==> config.mk <==
export PLATFORM = sky130hd
export DESIGN_NAME = id_control
export DESIGN_NICKNAME = d
export VERILOG_FILES = /design/src/rtl/id_control_pkg.sv /design/src/rtl/imm_gen.sv /design/src/rtl/id_control.sv
export SDC_FILE = /design/constraint.sdc
export NUM_CORES = 1
export LEC_CHECK = 0
export ABC_AREA = 1
export CAP_MARGIN = 30
export CORE_MARGIN = 10
export CORE_UTILIZATION = 26
export DETAILED_ROUTE_END_ITERATION = 8
export PLACE_DENSITY_LB_ADDON = 0.05
export SYNTH_ARGS = -nofsm -noshare
export SYNTH_HDL_FRONTEND = slang
export SYNTH_SLANG_ARGS = --single-unit
==> constraint.sdc <==
create_clock -name clk -period 5.7 [get_ports clk]
set_clock_uncertainty 0.05 [all_clocks]
set_input_delay 1.14 -clock clk [delete_from_list [all_inputs] [get_ports clk]]
set_output_delay 1.14 -clock clk [all_outputs]
set_load 0.01 [all_outputs]
==> src/rtl/id_control_pkg.sv <==
// rtl/id_control_pkg.sv - RV32I decode constants shared by the ID stage
// Purpose: opcodes, funct3/funct7 values, ALU_op codes, ALU_source_sel codes,
//          the pipeline control bundle and the funct3->ALU_op helper.
// Ports:   none (package).
package id_control_pkg;

  // Major opcodes
  localparam logic [6:0] OPC_OP     = 7'b0110011;
  localparam logic [6:0] OPC_OP_IMM = 7'b0010011;
  localparam logic [6:0] OPC_LOAD   = 7'b0000011;
  localparam logic [6:0] OPC_STORE  = 7'b0100011;
  localparam logic [6:0] OPC_BRANCH = 7'b1100011;
  localparam logic [6:0] OPC_JAL    = 7'b1101111;
  localparam logic [6:0] OPC_JALR   = 7'b1100111;
  localparam logic [6:0] OPC_LUI    = 7'b0110111;
  localparam logic [6:0] OPC_AUIPC  = 7'b0010111;

  // ALU funct3
  localparam logic [2:0] F3_ADD_SUB = 3'b000;
  localparam logic [2:0] F3_SLL     = 3'b001;
  localparam logic [2:0] F3_SLT     = 3'b010;
  localparam logic [2:0] F3_SLTU    = 3'b011;
  localparam logic [2:0] F3_XOR     = 3'b100;
  localparam logic [2:0] F3_SRL_SRA = 3'b101;
  localparam logic [2:0] F3_OR      = 3'b110;
  localparam logic [2:0] F3_AND     = 3'b111;

  // Branch funct3
  localparam logic [2:0] F3_BEQ  = 3'b000;
  localparam logic [2:0] F3_BNE  = 3'b001;
  localparam logic [2:0] F3_BLT  = 3'b100;
  localparam logic [2:0] F3_BGE  = 3'b101;
  localparam logic [2:0] F3_BLTU = 3'b110;
  localparam logic [2:0] F3_BGEU = 3'b111;

  // Load/store/jalr funct3
  localparam logic [2:0] F3_LB   = 3'b000;
  localparam logic [2:0] F3_LH   = 3'b001;
  localparam logic [2:0] F3_LW   = 3'b010;
  localparam logic [2:0] F3_LBU  = 3'b100;
  localparam logic [2:0] F3_LHU  = 3'b101;
  localparam logic [2:0] F3_SB   = 3'b000;
  localparam logic [2:0] F3_SH   = 3'b001;
  localparam logic [2:0] F3_SW   = 3'b010;
  localparam logic [2:0] F3_JALR = 3'b000;

  // funct7
  localparam logic [6:0] F7_BASE = 7'b0000000;
  localparam logic [6:0] F7_ALT  = 7'b0100000;

  // ALU_op codes
  localparam logic [3:0] ALU_ADD  = 4'd0;
  localparam logic [3:0] ALU_SUB  = 4'd1;
  localparam logic [3:0] ALU_SLL  = 4'd2;
  localparam logic [3:0] ALU_SLT  = 4'd3;
  localparam logic [3:0] ALU_SLTU = 4'd4;
  localparam logic [3:0] ALU_XOR  = 4'd5;
  localparam logic [3:0] ALU_SRL  = 4'd6;
  localparam logic [3:0] ALU_SRA  = 4'd7;
  localparam logic [3:0] ALU_OR   = 4'd8;
  localparam logic [3:0] ALU_AND  = 4'd9;

  // ALU_source_sel codes
  localparam logic [1:0] SEL_RS1_RS2  = 2'b00;
  localparam logic [1:0] SEL_RS1_IMM  = 2'b01;
  localparam logic [1:0] SEL_PC_IMM   = 2'b10;
  localparam logic [1:0] SEL_ZERO_IMM = 2'b11;

  typedef struct packed {
    logic branch;
    logic mem_wr;
    logic mem_rd;
    logic reg_wr;
    logic mem_to_reg;
  } ctrl_t;

  localparam ctrl_t CTRL_NONE   = 5'b00000;
  localparam ctrl_t CTRL_ALU    = 5'b00010;
  localparam ctrl_t CTRL_LOAD   = 5'b00111;
  localparam ctrl_t CTRL_STORE  = 5'b01000;
  localparam ctrl_t CTRL_BRANCH = 5'b10000;
  localparam ctrl_t CTRL_JUMP   = 5'b10010;

  // alt = funct7[5]; only meaningful for ADD/SUB and SRL/SRA
  function automatic logic [3:0] alu_op_decode(input logic [2:0] f3, input logic alt);
    logic [3:0] op;
    case (f3)
      F3_ADD_SUB: op = alt ? ALU_SUB : ALU_ADD;
      F3_SLL:     op = ALU_SLL;
      F3_SLT:     op = ALU_SLT;
      F3_SLTU:    op = ALU_SLTU;
      F3_XOR:     op = ALU_XOR;
      F3_SRL_SRA: op = alt ? ALU_SRA : ALU_SRL;
      F3_OR:      op = ALU_OR;
      default:    op = ALU_AND;
    endcase
    return op;
  endfunction

endpackage

==> src/rtl/imm_gen.sv <==
// rtl/imm_gen.sv - RV32I immediate extraction
// Purpose: sign-extended I/S/B/J immediates and the U immediate.
// Ports:   i_instr  in  [31:7]  instruction word (opcode bits carry no immediate)
//          o_imm_i/o_imm_s/o_imm_b/o_imm_u/o_imm_j  out 32  immediates
module imm_gen (
  input  logic [31:7] i_instr,
  output logic [31:0] o_imm_i,
  output logic [31:0] o_imm_s,
  output logic [31:0] o_imm_b,
  output logic [31:0] o_imm_u,
  output logic [31:0] o_imm_j
);

  assign o_imm_i = {{20{i_instr[31]}}, i_instr[31:20]};
  assign o_imm_s = {{20{i_instr[31]}}, i_instr[31:25], i_instr[11:7]};
  assign o_imm_b = {{19{i_instr[31]}}, i_instr[31], i_instr[7], i_instr[30:25],
                    i_instr[11:8], 1'b0};
  assign o_imm_u = {i_instr[31:12], 12'b0};
  assign o_imm_j = {{11{i_instr[31]}}, i_instr[31], i_instr[19:12], i_instr[20],
                    i_instr[30:21], 1'b0};

endmodule

==> src/rtl/id_control.sv <==
// rtl/id_control.sv - RV32I instruction decode / control generation
// Purpose: zero-latency decode of the fetched word into ALU, memory, branch and
//          register-file controls plus immediates and register addresses.
// Ports:   clk, rst (sync, active-high), IF_Instruction[31:0], IF_PC[31:0],
//          Pipe_stall; Immediate_1/Immediate_2[31:0], ALU_source_sel[1:0],
//          ALU_op[3:0], Branch_en, Mem_wr_en, Mem_rd_en, RegFile_wr_en,
//          MemToReg, Funct3[2:0], Rd_address/Rs1_address/Rs2_address[4:0]
module id_control
  import id_control_pkg::*;
(
  input  logic        clk,
  input  logic        rst,
  input  logic [31:0] IF_Instruction,
  input  logic [31:0] IF_PC,
  input  logic        Pipe_stall,
  output logic [31:0] Immediate_1,
  output logic [31:0] Immediate_2,
  output logic [1:0]  ALU_source_sel,
  output logic [3:0]  ALU_op,
  output logic        Branch_en,
  output logic        Mem_wr_en,
  output logic        Mem_rd_en,
  output logic        RegFile_wr_en,
  output logic        MemToReg,
  output logic [2:0]  Funct3,
  output logic [4:0]  Rd_address,
  output logic [4:0]  Rs1_address,
  output logic [4:0]  Rs2_address
);

  logic        r_ready;
  logic [6:0]  w_opcode;
  logic [2:0]  w_funct3;
  logic [6:0]  w_funct7;
  logic [31:0] w_imm_i, w_imm_s, w_imm_b, w_imm_u, w_imm_j;
  ctrl_t       w_ctrl;
  logic [3:0]  w_alu_op;
  logic [1:0]  w_sel;
  logic [31:0] w_imm1, w_imm2;
  logic        w_bubble;

  // Goes high on the first edge with rst low; gates controls until then
  always_ff @(posedge clk) begin
    if (rst) r_ready <= 1'b0;
    else     r_ready <= 1'b1;
  end

  assign w_opcode = IF_Instruction[6:0];
  assign w_funct3 = IF_Instruction[14:12];
  assign w_funct7 = IF_Instruction[31:25];

  imm_gen u_imm_gen (
    .i_instr (IF_Instruction[31:7]),
    .o_imm_i (w_imm_i),
    .o_imm_s (w_imm_s),
    .o_imm_b (w_imm_b),
    .o_imm_u (w_imm_u),
    .o_imm_j (w_imm_j)
  );

  // Anything not explicitly matched falls through as a NOP
  always_comb begin
    w_ctrl   = CTRL_NONE;
    w_alu_op = ALU_ADD;
    w_sel    = SEL_RS1_RS2;
    w_imm1   = '0;
    w_imm2   = '0;
    case (w_opcode)
      OPC_OP: begin
        if (w_funct7 == F7_BASE ||
            (w_funct7 == F7_ALT && (w_funct3 == F3_ADD_SUB || w_funct3 == F3_SRL_SRA))) begin
          w_ctrl   = CTRL_ALU;
          w_alu_op = alu_op_decode(w_funct3, w_funct7[5]);
        end
      end
      OPC_OP_IMM: begin
        if (w_funct3 == F3_SLL || w_funct3 == F3_SRL_SRA) begin
          // Shift immediates carry funct7 in the upper bits; only shamt is the operand
          if (w_funct7 == F7_BASE || (w_funct3 == F3_SRL_SRA && w_funct7 == F7_ALT)) begin
            w_ctrl   = CTRL_ALU;
            w_sel    = SEL_RS1_IMM;
            w_alu_op = alu_op_decode(w_funct3, w_funct7[5]);
            w_imm2   = {27'b0, IF_Instruction[24:20]};
          end
        end else begin
          w_ctrl   = CTRL_ALU;
          w_sel    = SEL_RS1_IMM;
          w_alu_op = alu_op_decode(w_funct3, 1'b0);
          w_imm2   = w_imm_i;
        end
      end
      OPC_LOAD: begin
        if (w_funct3 inside {F3_LB, F3_LH, F3_LW, F3_LBU, F3_LHU}) begin
          w_ctrl = CTRL_LOAD;
          w_sel  = SEL_RS1_IMM;
          w_imm2 = w_imm_i;
        end
      end
      OPC_STORE: begin
        if (w_funct3 inside {F3_SB, F3_SH, F3_SW}) begin
          w_ctrl = CTRL_STORE;
          w_sel  = SEL_RS1_IMM;
          w_imm2 = w_imm_s;
        end
      end
      OPC_BRANCH: begin
        case (w_funct3)
          F3_BEQ, F3_BNE: begin
            w_ctrl = CTRL_BRANCH; w_alu_op = ALU_SUB; w_imm1 = IF_PC + w_imm_b;
          end
          F3_BLT, F3_BGE: begin
            w_ctrl = CTRL_BRANCH; w_alu_op = ALU_SLT; w_imm1 = IF_PC + w_imm_b;
          end
          F3_BLTU, F3_BGEU: begin
            w_ctrl = CTRL_BRANCH; w_alu_op = ALU_SLTU; w_imm1 = IF_PC + w_imm_b;
          end
          default: ;
        endcase
      end
      // Jumps compute the link address PC+4 in the ALU
      OPC_JAL: begin
        w_ctrl = CTRL_JUMP;
        w_sel  = SEL_PC_IMM;
        w_imm2 = 32'd4;
        w_imm1 = IF_PC + w_imm_j;
      end
      OPC_JALR: begin
        if (w_funct3 == F3_JALR) begin
          w_ctrl = CTRL_JUMP;
          w_sel  = SEL_PC_IMM;
          w_imm2 = 32'd4;
          w_imm1 = w_imm_i;
        end
      end
      OPC_LUI: begin
        w_ctrl = CTRL_ALU;
        w_sel  = SEL_ZERO_IMM;
        w_imm2 = w_imm_u;
      end
      OPC_AUIPC: begin
        w_ctrl = CTRL_ALU;
        w_sel  = SEL_PC_IMM;
        w_imm2 = w_imm_u;
      end
      default: ;
    endcase
  end

  // Bubble kills side effects only; immediates and fields stay decoded
  assign w_bubble = Pipe_stall | ~r_ready;

  assign Branch_en      = w_bubble ? 1'b0 : w_ctrl.branch;
  assign Mem_wr_en      = w_bubble ? 1'b0 : w_ctrl.mem_wr;
  assign Mem_rd_en      = w_bubble ? 1'b0 : w_ctrl.mem_rd;
  assign RegFile_wr_en  = w_bubble ? 1'b0 : w_ctrl.reg_wr;
  assign MemToReg       = w_bubble ? 1'b0 : w_ctrl.mem_to_reg;
  assign ALU_op         = w_bubble ? ALU_ADD : w_alu_op;
  assign ALU_source_sel = w_bubble ? SEL_RS1_RS2 : w_sel;

  assign Immediate_1 = w_imm1;
  assign Immediate_2 = w_imm2;
  assign Funct3      = w_funct3;
  assign Rd_address  = IF_Instruction[11:7];
  assign Rs1_address = IF_Instruction[19:15];
  assign Rs2_address = IF_Instruction[24:20];

endmodule

## Word-level counts from Yosys, hierarchy flattened

Cells that the tools add are included.

- Flip-flop bits (word level): 1
- Logic and storage cells: 78

- Add/subtract/negate cells: 2
- Equal/unequal tests: 17
- Multiplexer cells: 40
- Bitwise gates (word level): 2
- Reductions and logical operators: 16

Operator list:

| kind | number |
|---|---|
| one-hot mux 32 bit (6 select lines) | 1 |
| 2-to-1 mux 32 bit | 5 |
| one-hot mux 32 bit (3 select lines) | 1 |
| adder 32 bit | 2 |
| one-hot mux 4 bit (7 select lines) | 2 |
| one-hot mux 5 bit (8 select lines) | 1 |
| == test 7 x 6 -> 1 bit, second input constant | 4 |
| == test 7 bit, second input constant | 3 |
| 2-to-1 mux 4 bit | 5 |
| 2-to-1 mux 5 bit | 4 |
| == test 7 x 5 -> 1 bit, second input constant | 2 |
| == test 3 bit, second input constant | 4 |
| one-hot mux 2 bit (6 select lines) | 1 |
| one-hot mux 4 bit (3 select lines) | 1 |
| 2-to-1 mux 1 bit | 11 |
| 2-to-1 mux 2 bit | 5 |
| OR reduction 2 bit | 5 |
| one-hot mux 3 bit (3 select lines) | 1 |
| == test 7 x 2 -> 1 bit, second input constant | 1 |
| zero test 7 bit | 1 |
| == test 3 x 2 -> 1 bit, second input constant | 2 |
| 2-to-1 mux 3 bit | 2 |
| OR reduction 6 bit | 1 |
| nonzero test 5 bit | 1 |
| 7 further kinds | 11 |

## Longest topological paths before layout

- Word-level depth: 7
- Gate-level depth with buffers: 14

## By module

Synthesis repeated with hierarchy kept, for this count alone.

- Cell total of the unflattened synthesis: 1478
- Area total of the unflattened synthesis: 7578.5 um^2

By module, submodules not included:

| module | times used | cells an instance | area each (um^2) |
|---|---|---|---|
| id_control | 1 | 1317 | 6373.6 |
| imm_gen | 1 | 161 | 1204.9 |

## Worst setup path after synthesis

Ideal clock, no wire load.

- Path type: input port to output port
- Start: in IF_Instruction[21]
- End: out Immediate_1[17]
- Arrival time: 2.545 ns
- Required time: 4.510 ns
- Setup slack: 1.965 ns
- Cell stages on the path: 11
- Path through: ha_1 fa_1 nand3_1 nand3_1 nand2_1 nand2_1 inv_1 nor2_1 o21ai_0 nand3_1 nand3_1

- Word-level cells in the longest chain between the ends: 2

Ends and longest elaborated chain:

| item | RTL line | RTL |
|---|---|---|
| start, declared | id_control.sv:13 | `input logic [31:0] IF_Instruction,` |
| adder 32 bit | id_control.sv:125 | `w_imm1 = IF_PC + w_imm_j;` |
| one-hot mux 32 bit (3 select lines) | id_control.sv:68 | `case (w_opcode)` |
| end, declared | id_control.sv:16 | `output logic [31:0] Immediate_1,` |

Every way passes these cells.

## Final worst setup path

- Start: in IF_Instruction[21]
- End: out Immediate_1[29]

The elaborated chain is that of the path after synthesis.

==> summary.md <==
| Metric | Value |
|---|---|
| Status | `finished clean` |
| Most common cell after layout, fill and taps aside | `nand2_1` |
| Row count | `52` |
| Initial antenna violation count | `0` |
| ANT nets after route | `0` |
| Most Crowded Layer GR | `met2` |
| M3 GR Usage | `1.01%` |
| Regs by FF count | `r_ready x1` |
| Hold depth | `2` |
| Tcrit/Tclk final | `91.9%` |
| Detailed Place HPWL | `21.6 mm` |
| First-pass GRT wire length | `39.4 mm` |
| # diodes | `0` |
| Arr. time, crit path | `4.05 ns` |
| Area delta synth->final | `34.0%` |
| Biggest register | `r_ready` |
| Setup TNS | `0 ns` |
| Slew of the pin with the lowest slew margin | `0.830 ns` |
| Top_reg_cell synth | `dfxtp_1` |
| Max Clk Rate | `0.191 GHz` |
| RSZ-0062 raised after global routing | `false` |
| IO Pins | `160` |
| Unique masters post-synth | `45` |
| Register bit total from synthesis | `1` |
| NumNets Final | `1,333` |
| Setup crit start | `IF_Instruction[21]` |
| Max-slew headroom | `44.5%` |
| Post-CTS setup buffer count | `0` |
| Critical path class | `input pin to output port` |
| WL/cell | `16.7 µm` |
| Worst Hold Launch | `rst` |
| Share of post-route cells with drive strength above 1 | `6.32%` |
| Worst Setup End Kind | `output port` |
| GP Congestion | `0.895` |
| DRT Pass-1 Iters | `5` |
| CTS clk-pin slew, worst paths | `0 ns` |
| Die H | `163 µm` |
| VDD IR max | `17.0 µV` |
| Number of global-route vias before repair | `6,848` |
| Port bufs | `159` |
| Max-slew violations | `0` |
| 1st-iter DRT viols | `397` |
| Required time worst endpoint | `4.51 ns` |
| Tmin final | `5.24 ns` |
| Mean Syn Cell Area | `4.91 µm²` |
| Cell Pwr Density | `75.6 nW/µm²` |
| Critical path startpoint category | `input pin` |
| Power, Total | `540 µW` |
| Post-CTS resize count | `0` |
| Pleak | `0.00380 µW` |
| Synth warn | `0` |
| Die width | `163 µm` |
| HP Class | `input pin to flop` |
| CP Max Fanout | `4` |
| Vias | `6,936` |
| GRT met1 Usage | `26.0%` |
| Syn Inst Count | `1,084` |
| Max-capacitance violation count | `0` |
| Leading cell types in the layout, fill and taps excluded | `390 x nand2_1, 196 x inv_1, 159 x clkdlybuf4s50_1` |
| Largest net degree at the start of global routing | `26` |
| Syn Nets | `1,196` |
| Final WL | `24.9 mm` |
| Sequential fraction of the synthesis area | `0.376%` |
| # hold bufs at CTS | `0` |
| Max reg flops | `1` |
| DRC | `0` |
| Post-Syn Area | `5330 µm²` |
| GRT overflow | `0` |
| Final setup violation count | `0` |
| Initial core utilization | `26.4%` |
| Async SR Flop Fraction | `0%` |
| Die area | `26,600 µm²` |
| Via density | `4.66` |
| Met2 GRT Util | `30.9%` |
| EDFF count, synth | `0` |
| Final Hold Fails | `0` |
| Gr usage total | `18.3%` |
| Core area | `20,200 µm²` |
-- Yosys cell counts (5+ instances only) --
cell type  count  area [µm²]
a21oi_1       45         225
buf_2          7        35.0
buf_4         22         165
ha_1          43         538
inv_1        196         736
inv_2          7        26.3
nand2_1      390        1460
nand2_2       15        93.8
nand3_1      128         641
nand3b_1       6        45.0
nand4_1       11        68.8
nor2_1        94         353
o211ai_1      12        90.1
o21ai_0       17        85.1
o21ai_2       19         166
o21bai_1       5        37.5
or2_2          6        37.5
-- layout make-up --
class                      instances  area, µm²
fill                            2370      13000
multi-input combinational        842       4290
timing repair buffer             171       1720
inverter                         205        769
tap                              270        338
sequential                         1       20.0
-- report_power, final --
group / switching, µW / total [µW] / internal [µW] / leakage, µW
Clock: 0 / 0 / 0 / 0
Combinational: 338 / 532 / 194 / 0.00379
Sequential: 0.0879 / 7.61 / 7.52 / 0.00000844
-- cells by family (layout without fill, tap and decap cells) --
kind of cell / Yosys count / after routing / share of synthesized area [%]
xor gates and xnor gates: 6 / 6 / 0.987
and+or+nand+nor: 676 / 676 / 55.1
adders and majority gates: 45 / 45 / 10.9
AOI/OAI and AO/OA: 115 / 115 / 13.6
buffers and inverters: 241 / 376 / 19.1
DFF: 1 / 1 / 0.376
-- layer usage --
layer / wire (µm) / share of wire (%) / vias up
met4: 136 / 0.55 / 0
met1: 12200 / 49 / 3107
met3: 1080 / 4.3 / 8
met5: 0 / 0 / -
li1: - / - / 3660
met2: 11500 / 46 / 161
-- through the flow --
step           hold slack (ns)  setup slack (ns)  instance area (µm²)  utilization [%]  std cells
3_5_place_dp              1.57             0.420                 7140             35.4       1489
2_1_floorplan             1.15              1.96                 5330                -       1084
5_1_grt                   1.59             0.213                 7140             35.4       1489
4_1_cts                   1.57             0.406                 7140             35.4       1489
3_3_place_gp              1.56             0.403                 7140             35.4       1489
6_report                  1.57             0.462                 7140             35.4       1489
-- worst max-delay path, stage by stage --
cell and delay [ns]:
clkdlybuf4s50_1 0.48, ha_1 0.31, fa_1 0.52, nand3_1 0.11, nand3_1 0.18, nand3_1 0.13, nand3_1 0.19, nand2_1 0.14
nand2_1 0.06, nand2_1 0.05, nand3_1 0.06, nand3_1 0.11, clkdlybuf4s50_1 0.55
-- path summary, 6_finish.rpt --
check / end / slack (ns)
max: Immediate_1[29] / 0.46
min: r_ready / 1.57
Power figures use the tool's default switching activity.
